==> src/rtl/da_pkg.sv <==
// ---------------------------------------------------------------------------
// da_pkg
// Shared constants and types for the distributed-arithmetic transform core
// and its output serializer.
//   IN_WORD_SIZE  : input sample width of the DA core
//   OUT_WORD_SIZE : internal accumulator width of the DA core
//   N_COEF        : coefficients per frame (8-point transform)
//   IN_WIDTH      : width of each coefficient handed to the serializer
//   state_t       : serializer FSM states
// ---------------------------------------------------------------------------
package da_pkg;

    localparam int IN_WORD_SIZE  = 10;
    localparam int OUT_WORD_SIZE = 24;
    localparam int N_COEF        = 8;
    localparam int IN_WIDTH      = OUT_WORD_SIZE + 2;
    localparam int OUT_WIDTH     = 16;
    localparam int SHIFT         = 10;

    typedef enum logic {
        IDLE = 1'b0,
        SEND = 1'b1
    } state_t;

endpackage

==> src/rtl/da_scale_sat.sv <==
// ---------------------------------------------------------------------------
// da_scale_sat
// Purely combinational rescaler: sign-extend by one guard bit, optionally add
// half an LSB of the result, arithmetic right shift, saturate to OUT_WIDTH.
// Build option: define DA_OUT_ROUND_EN for round-half-up, otherwise the shift
// truncates (floors toward minus infinity).
// Ports:
//   coef     in   IN_WIDTH   signed coefficient
//   out_data out  OUT_WIDTH  scaled, saturated result
//   out_sat  out  1          result was clipped
// ---------------------------------------------------------------------------
module da_scale_sat #(
    parameter int IN_WIDTH  = 26,
    parameter int OUT_WIDTH = 16,
    parameter int SHIFT     = 10
) (
    input  logic signed [IN_WIDTH-1:0]  coef,
    output logic signed [OUT_WIDTH-1:0] out_data,
    output logic                        out_sat
);

    localparam int EW = IN_WIDTH + 1;

`ifdef DA_OUT_ROUND_EN
    localparam logic signed [EW-1:0] ROUND_ADD = {{(EW-1){1'b0}}, 1'b1} << (SHIFT - 1);
`else
    localparam logic signed [EW-1:0] ROUND_ADD = '0;
`endif

    localparam logic signed [EW-1:0] SAT_MAX = {{(EW-OUT_WIDTH+1){1'b0}}, {(OUT_WIDTH-1){1'b1}}};
    localparam logic signed [EW-1:0] SAT_MIN = {{(EW-OUT_WIDTH+1){1'b1}}, {(OUT_WIDTH-1){1'b0}}};

    logic signed [EW-1:0] ext_val;
    logic signed [EW-1:0] biased_val;
    logic signed [EW-1:0] shifted_val;

    always_comb begin
        // The guard bit keeps the rounding addend from overflowing at the top
        // of the input range.
        ext_val     = {coef[IN_WIDTH-1], coef};
        biased_val  = ext_val + ROUND_ADD;
        shifted_val = biased_val >>> SHIFT;
        out_sat     = 1'b0;
        if (shifted_val > SAT_MAX) begin
            out_data = SAT_MAX[OUT_WIDTH-1:0];
            out_sat  = 1'b1;
        end else if (shifted_val < SAT_MIN) begin
            out_data = SAT_MIN[OUT_WIDTH-1:0];
            out_sat  = 1'b1;
        end else begin
            out_data = shifted_val[OUT_WIDTH-1:0];
        end
    end

endmodule

==> src/rtl/da_out_serializer.sv <==
// ---------------------------------------------------------------------------
// da_out_serializer
// Captures the DA core's eight coefficients on in_valid, rescales each one via
// da_scale_sat and streams them out one per beat (coefficient 0 first) on a
// valid/ready interface. A capture bank holds the next frame while the active
// bank drains; a frame arriving while the capture bank is still occupied is
// dropped and counted.
// Build option: DA_OUT_ROUND_EN selects round-half-up in da_scale_sat.
// Ports:
//   clk, rst        clock, asynchronous active-high reset
//   in_valid, z0-z7 frame strobe and coefficients from the DA core
//   in_ready        capture bank empty (advisory, registered)
//   out_valid/ready output handshake
//   out_data        scaled coefficient, out_idx its index, out_last on idx 7
//   out_sat         current beat was clipped
//   drop_cnt        dropped-frame counter, saturating at 255
// ---------------------------------------------------------------------------
module da_out_serializer
    import da_pkg::*;
#(
    parameter int N_COEF    = da_pkg::N_COEF,
    parameter int IN_WIDTH  = da_pkg::IN_WIDTH,
    parameter int OUT_WIDTH = da_pkg::OUT_WIDTH,
    parameter int SHIFT     = da_pkg::SHIFT
) (
    input  logic                        clk,
    input  logic                        rst,
    input  logic                        in_valid,
    input  logic signed [IN_WIDTH-1:0]  z0,
    input  logic signed [IN_WIDTH-1:0]  z1,
    input  logic signed [IN_WIDTH-1:0]  z2,
    input  logic signed [IN_WIDTH-1:0]  z3,
    input  logic signed [IN_WIDTH-1:0]  z4,
    input  logic signed [IN_WIDTH-1:0]  z5,
    input  logic signed [IN_WIDTH-1:0]  z6,
    input  logic signed [IN_WIDTH-1:0]  z7,
    output logic                        in_ready,
    output logic                        out_valid,
    input  logic                        out_ready,
    output logic signed [OUT_WIDTH-1:0] out_data,
    output logic [2:0]                  out_idx,
    output logic                        out_last,
    output logic                        out_sat,
    output logic [7:0]                  drop_cnt
);

    logic signed [IN_WIDTH-1:0] z_in     [N_COEF];
    logic signed [IN_WIDTH-1:0] cap_bank [N_COEF];
    logic signed [IN_WIDTH-1:0] act_bank [N_COEF];

    state_t     state_reg, state_next;
    logic [2:0] idx_reg, idx_next;
    logic       cap_full_reg, cap_full_next;
    logic       in_ready_reg;
    logic [7:0] drop_cnt_reg;

    logic handshake, last_beat, transfer, capture, drop;
    logic signed [OUT_WIDTH-1:0] scaled_data;
    logic                        scaled_sat;

    assign z_in[0] = z0;
    assign z_in[1] = z1;
    assign z_in[2] = z2;
    assign z_in[3] = z3;
    assign z_in[4] = z4;
    assign z_in[5] = z5;
    assign z_in[6] = z6;
    assign z_in[7] = z7;

    assign handshake = (state_reg == SEND) && out_ready;
    assign last_beat = (idx_reg == 3'd7);

    always_comb begin
        state_next = state_reg;
        idx_next   = idx_reg;
        transfer   = 1'b0;
        case (state_reg)
            IDLE: begin
                if (cap_full_reg) begin
                    transfer   = 1'b1;
                    idx_next   = 3'd0;
                    state_next = SEND;
                end
            end
            SEND: begin
                if (handshake) begin
                    if (last_beat) begin
                        idx_next = 3'd0;
                        // A waiting frame reloads immediately: no bubble.
                        if (cap_full_reg) transfer = 1'b1;
                        else              state_next = IDLE;
                    end else begin
                        idx_next = idx_reg + 3'd1;
                    end
                end
            end
            default: state_next = IDLE;
        endcase

        // A transfer frees the capture bank in the same edge, so a coincident
        // strobe is accepted rather than dropped.
        capture = in_valid && (!cap_full_reg || transfer);
        drop    = in_valid && cap_full_reg && !transfer;
        if (capture)       cap_full_next = 1'b1;
        else if (transfer) cap_full_next = 1'b0;
        else               cap_full_next = cap_full_reg;
    end

    always_ff @(posedge clk or posedge rst) begin
        if (rst) begin
            state_reg    <= IDLE;
            idx_reg      <= 3'd0;
            cap_full_reg <= 1'b0;
            in_ready_reg <= 1'b1;
            drop_cnt_reg <= 8'd0;
        end else begin
            state_reg    <= state_next;
            idx_reg      <= idx_next;
            cap_full_reg <= cap_full_next;
            in_ready_reg <= !cap_full_next;
            if (drop && (drop_cnt_reg != 8'hFF))
                drop_cnt_reg <= drop_cnt_reg + 8'd1;
        end
    end

    always_ff @(posedge clk or posedge rst) begin
        if (rst) begin
            for (int i = 0; i < N_COEF; i++) begin
                cap_bank[i] <= '0;
                act_bank[i] <= '0;
            end
        end else begin
            for (int i = 0; i < N_COEF; i++) begin
                if (capture)  cap_bank[i] <= z_in[i];
                if (transfer) act_bank[i] <= cap_bank[i];
            end
        end
    end

    da_scale_sat #(
        .IN_WIDTH  (IN_WIDTH),
        .OUT_WIDTH (OUT_WIDTH),
        .SHIFT     (SHIFT)
    ) u_scale (
        .coef     (act_bank[idx_reg]),
        .out_data (scaled_data),
        .out_sat  (scaled_sat)
    );

    // Beat fields are forced to zero outside SEND so the idle bus is quiet.
    assign out_valid = (state_reg == SEND);
    assign out_data  = out_valid ? scaled_data : '0;
    assign out_sat   = out_valid && scaled_sat;
    assign out_last  = out_valid && last_beat;
    assign out_idx   = idx_reg;
    assign in_ready  = in_ready_reg;
    assign drop_cnt  = drop_cnt_reg;

endmodule
==> config.mk <==
export PLATFORM = sky130hd
export DESIGN_NAME = da_out_serializer
export DESIGN_NICKNAME = d
export VERILOG_FILES = /design/src/rtl/da_pkg.sv /design/src/rtl/da_scale_sat.sv /design/src/rtl/da_out_serializer.sv
export SDC_FILE = /design/constraint.sdc
export NUM_CORES = 1
export LEC_CHECK = 0
export ABC_AREA = 1
export BUFFER_PORTS_ARGS = -buffer_cell sky130_fd_sc_hd__buf_4
export CAP_MARGIN = 20
export CORE_MARGIN = 2
export CORE_UTILIZATION = 59
export DETAILED_ROUTE_END_ITERATION = 10
export MAX_ROUTING_LAYER = met4
export PLACE_DENSITY = 0.95
export SLEW_MARGIN = 5
export SYNTH_ARGS = -nofsm -noshare
export SYNTH_HDL_FRONTEND = slang
export SYNTH_SLANG_ARGS = --single-unit
==> constraint.sdc <==
create_clock -name clk -period 18.53 [get_ports clk]
set_input_delay 2.7795 -clock clk [delete_from_list [all_inputs] [get_ports clk]]
set_output_delay 2.7795 -clock clk [all_outputs]
set_load 0.01 [all_outputs]
Word level (Yosys, flattened, before mapping)
Index checks and enable logic that the tools add are counted.
{"block": "totals", "ff_bits": 430, "out_inout_bits": 31, "word_cells": 65}
{"block": "op_classes", "add_sub_neg": 2, "order_cmp": 3, "n_eq_ne": 4, "mux": 21, "bitwise": 2, "n_reduce_logical": 12}
{"op": "26-bit binary-select mux with 3-bit select", "count": 1}
{"op": "26-bit 2-to-1 mux", "count": 2}
{"op": "16-bit 2-to-1 mux", "count": 3}
{"op": "16-bit > comparator (second input constant)", "count": 1}
{"op": "16-bit less-than comparator (second input constant)", "count": 1}
{"op": "1-bit 2-to-1 mux", "count": 9}
{"op": "3-bit 2-to-1 mux", "count": 3}
{"op": "8-bit by 1-bit adder with 8-bit output (second input constant)", "count": 1}
{"op": "8-bit != test (second input constant)", "count": 1}
{"op": "1-bit logical AND", "count": 7}
{"op": "3-bit case mux with 2 select lines", "count": 1}
{"op": "4-bit >= comparator (second input constant)", "count": 1}
{"op": "3-bit NOT with 4-bit output", "count": 1}
{"op": "1-bit case mux with 2 select lines", "count": 2}
{"op": "3-bit by 1-bit adder with 3-bit output (second input constant)", "count": 1}
{"op": "3-bit == test (second input constant)", "count": 1}
{"op": "1-bit zero test", "count": 3}
{"op": "2-bit by 1-bit != test with 1-bit output (second input constant)", "count": 1}
{"op": "2-bit != test (second input constant)", "count": 1}
{"op": "2-bit AND reduction", "count": 1}
{"op": "1-bit logical OR", "count": 1}
{"op": "1-bit NOT", "count": 1}

Longest topological paths before layout
Gate-level depths: netlist of the first run.
{"block": "logic_depth", "depth_word": 8, "mapped_depth": 9, "depth_no_buf": 8}

Modules after synthesis
A second synthesis of the first run with hierarchy kept.
{"block": "unflattened", "cells_unflattened": 2227, "hier_area_um2": 18552.8}
{"module": "da_out_serializer", "n_inst": 1, "cells_per_inst": 2209, "area_per_inst_um2": 18481.5}
{"module": "da_scale_sat", "n_inst": 1, "cells_per_inst": 18, "area_per_inst_um2": 71.3}

Worst setup path before layout of the first run
Ideal clock, no wire load.
{"block": "synth_path", "kind": "reg-to-output", "from": "register idx_reg[1] (netlist: out_idx[1])", "to": "output port out_data[10]", "arrival_ns": 1.219, "required_time_ns": 15.750, "setup_slack_ns": 14.531, "stages_incl_launch_ff": 8, "path_buffers": 2, "path_cell_list": "dfrtp_1 > buf_2 > inv_1 > buf_2 > nand3_1 > nand2_1 > nor2_1 > nor2_1"}
{"block": "synth_via", "elab_chain_len": 8, "word_cells_on_any_way": 9}
{"item": "start, declared", "line_no": "da_out_serializer.sv:52", "rtl": "logic [2:0] idx_reg, idx_next;"}
{"item": "start signal, assigned", "line_no": "da_out_serializer.sv:118", "rtl": "idx_reg <= idx_next;"}
{"item": "3-bit NOT with 4-bit output (implied by the code) (*)", "line_no": "da_out_serializer.sv:145", "rtl": ".coef (act_bank[idx_reg]),"}
{"item": "26-bit binary-select mux with 3-bit select (*)", "line_no": "da_out_serializer.sv:145"}
{"item": "26-bit 2-to-1 mux (implied by the code) (*) (2 in a row)", "line_no": "da_out_serializer.sv:145"}
{"item": "16-bit less-than comparator", "line_no": "da_scale_sat.sv:47", "rtl": "end else if (shifted_val < SAT_MIN) begin"}
{"item": "16-bit 2-to-1 mux", "line_no": "da_scale_sat.sv:47"}
{"item": "16-bit 2-to-1 mux (*)", "line_no": "da_scale_sat.sv:44", "rtl": "if (shifted_val > SAT_MAX) begin"}
{"item": "16-bit 2-to-1 mux (*)", "line_no": "da_out_serializer.sv:152", "rtl": "assign out_data = out_valid ? scaled_data : '0;"}
{"item": "end, declared", "line_no": "da_out_serializer.sv:40", "rtl": "output logic signed [OUT_WIDTH-1:0] out_data,"}
Every way passes the cells marked *; elsewhere a longest branch is shown, timed or not. The select of a mux whose other input is x is not followed.

Worst setup path after layout of the first run
{"block": "layout_path", "from": "register idx_reg[0] (netlist: out_idx[0])", "to": "output port out_data[4]"}
Same word-level chain as after synthesis.

==> impl_results.md, run 1 <==
- Input/output buffers: 161
- Total Routing Usage GR: 29.5%
- Worst vdd ir: 0.0844 mV
- Worst Tran Pin Value: 1090 ps
- Via Count: 10.2k
- CTS tree: done
- Peak Freq: 0.193 GHz
- Slew Viols, Final: 0
- Final-layout fill cell count: 1459
- Final Hold Vio Count: 0
- DR iter-0 viols: 872
- FF-to-FF End: cap_bank[19]
- Sink Count: 270
- H-tree depth: 1
- Site Rows: 52
- CTS root buffer: clkbuf_16
- WL final: 30200 um
- Syn Std Cell Area: 0.0120 mm2
- Post-DP HPWL: 19100 um
- Met2 WL: 14300 um
- Chip width: 146 um
- Slew HR: 27.4%
- Synthesized net count: 1704
- Crit end category: output port
- First-pass GRT wire length: 49500 um
- Drc violations: 0
- Largest net degree at the start of global routing: 134
- Skew-Pair Late Insertion Delay: 540 ps
- WL/cell: 16.0 um
- Met3 WL: 2460 um
- Hold Buf Count CTS: 0
- CP startpoint kind: register
- Post-cts resize count: 0
- Initial Util: 59.6%
- Clock transition at path regs: 60 ps
- Worst-case hold path end point: cap_bank[77]
- Gp weighted congestion: 0.893
- Clock Tree Buf Depth: 3
- Highest routed layer: met4
- Worst r2r src: out_idx[0]
- Most frequent cells in the layout: nand2_1 (415), dfrtp_1 (268), inv_1 (184), buf_4 (169), nor2_1 (167)
- Worst R2R Path Depth: 9
- Hold path start: cap_bank[77]
- Final setup fails: 0
- Flops & latches, synth: 270
- Pre-CTS setup slack: 13140 ps
- Crit path max fanout: 35
- Leading area contributor after synthesis: dfrtp_1
- Placed standard-cell area: 0.0132 mm2
- DR pass1 iterations: 5
- Critical path arrival: 2410 ps
- Yosys cell types: 25
- Mapped Cells: 1489
- Setup TNS: 0 ps
- Core area: 0.0200 mm2
- Share of cells above drive strength 1: 13.7%
- Worst R2R Setup Slack: 14890 ps
- Status: finished, final reports clean
- Seq/Total Area, Yosys: 56.5%
- Worst Skew: 8.65 ps
- Final net count: 1815
- Leak: 7.83 nW
- DRT antenna net count: 0
- Top cell type's share of synthesized area: 56.3%
- Area growth syn-to-layout: 18.5%
- Worst setup margin: 13340 ps
- Met1 wire length: 12100 um
- Crit Path Category: register to output port
- Pwr dens: 165 mW/mm2
- Most common cell after layout, fill and taps aside: nand2_1
- Largest cells by area after synthesis: dfrtp_1 (56%), nand2_1 (13%), nand3_1 (7.0%), inv_1 (5.8%), a21oi_1 (5.4%)
- Worst Hold Class: register to register
- Initial antenna violation count: 0
- Ant diodes: 0
- WHS Path Cells: 2
- Final Instance Area: 0.0142 mm2
- Maxcap violations: 0
- Die Height: 146 um
- Gr ovfl total: 0
- Ports: 243
- Synth warn: 0
- Final period util: 28.0%
- Post-CTS setup buffers: 0
- Vias per cell: 5.37
- Synth Area per Inst: 8.03 um2
- Num CTS Buffers: 28
- RSZ-0062 raised after global routing: false
- Vias in the first global route: 9851
- Total power: 0.00233 W
- Tmin final: 5190 ps
- Fin util: 70.7%
- Worst EP required: 15750 ps
- Die area: 0.0214 mm2
==> layer usage <==
metal  up-vias  GRT usage (%)
met5         -              -
met4         0           11.7
li1       4820              -
met1      4825           39.0
met3        86           5.16
met2       430           46.1
==> per-stage QoR <==
step           hold WS [ps]  cells
6_report                472   1892
5_1_grt                 491   1892
4_1_cts                 475   1889
3_5_place_dp            459   1837
3_3_place_gp            455   1836
2_1_floorplan           443   1489
==> power by group <==
group,switching [W],internal (W),total (W)
clock,0.000229,0.000331,0.000560
combinational,0.000490,0.000285,0.000775
sequential,0.000129,0.000865,0.000994
==> critical path, stage by stage, from the launching register on <==
cell and delay, ps:
dfrtp_2 400, inv_2 540, buf_16 250, nand2_1 70, nand3_1 140, nand3_1 130, nand2_1 80, nor2_1 90
buf_4 150
==> cells in the mapped netlist (all sizes together) <==
master	n
nand2	417
dfrtp	269
inv	186
nand3	167
nor2	167
a21oi	129
buf	72
o21ai	49
clkbuf	20
ha	3
xnor2	2
conb	1
dfstp	1
mux2i	1
nand3b	1
nand4	1
o22ai	1
or2	1
xor2	1
==> cell type report <==
type / instances / area (um2) / share of cell area (%)
inverters: 186 / 706 / 4.98
repair buffers: 173 / 1380 / 9.74
well taps: 270 / 338 / 2.39
clock inverters: 12 / 153 / 1.08
multi-input cells: 941 / 4060 / 28.7
clock buffers: 40 / 766 / 5.41
flip-flops and latches: 270 / 6760 / 47.7
==> how the worst max path moves through the flow <==
stage	startpoint	to	slack, ps	depth (start not counted)
5_1_grt	out_idx[0]	out_data[4]	13230	8
3_5_place_dp	rst	cap_bank[101]	13140	4
3_3_place_gp	rst	cap_bank[101]	13200	4
4_1_cts	out_idx[2]	out_last	13330	4
6_report	out_idx[0]	out_data[4]	13340	8
2_1_floorplan	rst	act_bank[100]	8310	1
==> logic make-up (layout without fill, tap and decap cells) <==
kind of cell	count (synthesis)	count (layout)	share of synthesized area, %
compound gates	179	179	7.51
buf+inv	278	411	9.75
other cells	1	1	0.0314
flops	270	270	56.5
simple gates	754	754	25.6
fa+ha+maj	3	3	0.314
xor+xnor	3	3	0.220
mux	1	1	0.0837
(Power assumes the default switching activity.)
==> run 2: changes to the inputs <==
--- a/config.mk
+++ b/config.mk
@@ -9,10 +9,10 @@
 export BUFFER_PORTS_ARGS = -buffer_cell sky130_fd_sc_hd__buf_4
 export CAP_MARGIN = 20
 export CORE_MARGIN = 2
-export CORE_UTILIZATION = 59
+export CORE_UTILIZATION = 50
 export DETAILED_ROUTE_END_ITERATION = 10
 export MAX_ROUTING_LAYER = met4
-export PLACE_DENSITY = 0.95
+export PLACE_DENSITY = 0.87
 export SLEW_MARGIN = 5
 export SYNTH_ARGS = -nofsm -noshare
 export SYNTH_HDL_FRONTEND = slang
==> constraint.sdc (replaced) <==
create_clock -name clk -period 4.7 [get_ports clk]
set_input_delay 0.705 -clock clk [delete_from_list [all_inputs] [get_ports clk]]
set_output_delay 0.705 -clock clk [all_outputs]
set_load 0.01 [all_outputs]
==> run 2 against run 1 <==
  * Hold slack worse by 140 ps
  * Setup slack worse by 12000 ps
  * Clock power grew to 4.1 times the previous value
  * Die area is 17% higher
  * Design area is 0.68% higher
  * Combinational power grew to 3.9 times the previous value
  * Sequential power grew to 3.9 times the previous value
  * Sequential share of layout area is 0.32 points lower
  * Non-clock buffer count is 2 higher
  * Critical path type unchanged
  * Largest power group unchanged
==> impl_results.md, run 2 (synthesis results as in run 1) <==
- Slew HR: 40.9% (+14 points)
- CTS root buffer: clkbuf_16
- Area growth syn-to-layout: 19.3%
- Most common cell after layout, fill and taps aside: nand2_1
- GRT Max-Usage Layer: met2
- Leak: 7.86 nW (+0.40%)
- Critical path arrival: 2370 ps (-40 ps)
- H-tree depth: 1 (unchanged)
- Tmin final: 3080 ps
- Ports: 243 (unchanged)
- Pwr dens: 647 mW/mm2 (+290%)
- DR pass1 iterations: 7 (+2)
- Status: finished, final reports clean
- Setup TNS: 0 ps (unchanged)
- Final period util: 65.5%
- Final Hold Vio Count: 0 (unchanged)
- Crit Path Category: register to output port
- WL final: 30300 um (+0.26%)
- Post-cts resize count: 0 (unchanged)
- Die Height: 159 um (+8.4%)
- Worst EP required: 3990 ps (-11760 ps)
- Worst vdd ir: 0.334 mV (+300%)
- RSZ-0062 raised after global routing: false
- Sink Count: 270 (unchanged)
- DR iter-0 viols: 883 (+1.3%)
- Worst setup margin: 1620 ps (-11720 ps)
- Final-layout fill cell count: 2013 (+38%)
- Worst Hold Class: input port to asynchronous set/reset pin
- Final net count: 1818 (+0.17%)
- CTS tree: done
- Clock transition at path regs: 60 ps (about the same)
- Gp weighted congestion: 0.871 (-2.5%)
- Die area: 0.0252 mm2 (+17%)
- Num CTS Buffers: 29 (+3.6%)
- Core area: 0.0235 mm2 (+17%)
- Input/output buffers: 161 (unchanged)
- Crit path max fanout: 60 (+71%)
- Slew Viols, Final: 0 (unchanged)
- Chip width: 159 um (+8.4%)
- Ant diodes: 0 (unchanged)
- Via Count: 10.0k (-1.3%)
- Initial antenna violation count: 0 (unchanged)
- Clock Tree Buf Depth: 3 (unchanged)
- First-pass GRT wire length: 48800 um (-1.4%)
- WL/cell: 15.6 um (-2.4%)
- Initial Util: 50.9% (-8.7 points)
- Site Rows: 56 (+7.7%)
- Met3 GRT Util: 4.65% (-0.50 points)
- Maxcap violations: 0 (unchanged)
- Multi-input logic area: 0.00406 mm2 (unchanged)
- Peak Freq: 0.325 GHz
- Hold Buf Count CTS: 0 (unchanged)
- Share of cells above drive strength 1: 14.4% (+0.65 points)
- Total Routing Usage GR: 25.3% (-4.2 points)
- Drc violations: 0 (unchanged)
- Post-DP HPWL: 20000 um (+4.5%)
- CP startpoint kind: register
- Most frequent cells in the layout: nand2_1 (415), dfrtp_1 (268), inv_1 (184), buf_4 (171), nor2_1 (167)
- Vias in the first global route: 9565 (-2.9%)
- Vias per cell: 5.16 (-3.9%)
- Met1 Use GR: 34.0% (-4.9 points)
- Met2 usage: 40.3% (-5.7 points)
- Worst Skew: 8.89 ps (+0.240 ps)
- Worst Tran Pin Value: 886 ps (-203 ps)
- Sequential Area: 0.00676 mm2 (unchanged)
- Gr ovfl total: 0 (unchanged)
- DRT antenna net count: 0 (unchanged)
- Skew-Pair Late Insertion Delay: 540 ps (about the same)
- Largest net degree at the start of global routing: 164 (+22%)
- Crit end category: output port
- Pre-CTS setup slack: 2000 ps (-11140 ps)
- Final setup fails: 0 (unchanged)
- Post-CTS setup buffers: 0 (unchanged)
run 2: final cells by class:
type	count	share of cell area, %
clock buffers	36	5.63
clock inverters	17	1.19
inverters	186	4.92
multi-input cells	941	28.5
flip-flops and latches	270	47.4
well taps	319	2.80
repair buffers	175	9.57
run 2: critical path, stage by stage, from the launching register on:
cell	delay, ps
dfrtp_2	460
buf_4	580
nand2_1	160
nand3_1	190
nand3_1	90
nand2_1	80
nor2_1	70
buf_4	150
run 2: per-stage QoR:
| step | power (W) | hold WS [ps] | instance area, um2 | util (%) | instances |
|---|---|---|---|---|---|
| final | 0.00922 | 329 | 14300 | 60.7 | 1944 |
| after global routing | 0.00986 | 386 | 14300 | 60.7 | 1944 |
| after CTS | 0.00926 | 375 | 14300 | 60.7 | 1944 |
| after detailed placement | 0.00690 | 459 | 13300 | 56.6 | 1891 |
| after global placement | 0.00673 | 454 | 13300 | 56.5 | 1890 |
| after floorplan | 0.00581 | 443 | 12000 | - | 1489 |
run 2: path summary, 6_finish.rpt:
path / startpoint / to / slack, ps / cells after the start
worst max-delay path: out_idx[0] / out_data[13] / 1620 / 7
worst min-delay path: rst / cap_bank[13] / 330 / 3
worst max register to register: out_idx[0] / act_bank[143] / 1970 / 8
worst min register to register: cap_bank[140] / cap_bank[140] / 470 / 2
max in group asynchronous: rst / out_idx[0] / 3550 / 3
min in group clk: z2[19] / cap_bank[149] / 390 / 3
run 2: report_power, final:
| group | leakage, nW | switching (W) | internal, W |
|---|---|---|---|
| combinational | 4.23 | 0.00189 | 0.00111 |
| clock | 0.490 | 0.000935 | 0.00137 |
| sequential | 3.14 | 0.000501 | 0.00341 |
run 2: per-layer routing:
metal	share of wire, %	wire, um
met5	0	0
met4	2.5	751
met3	7.8	2370
met2	47	14400
met1	42	12800
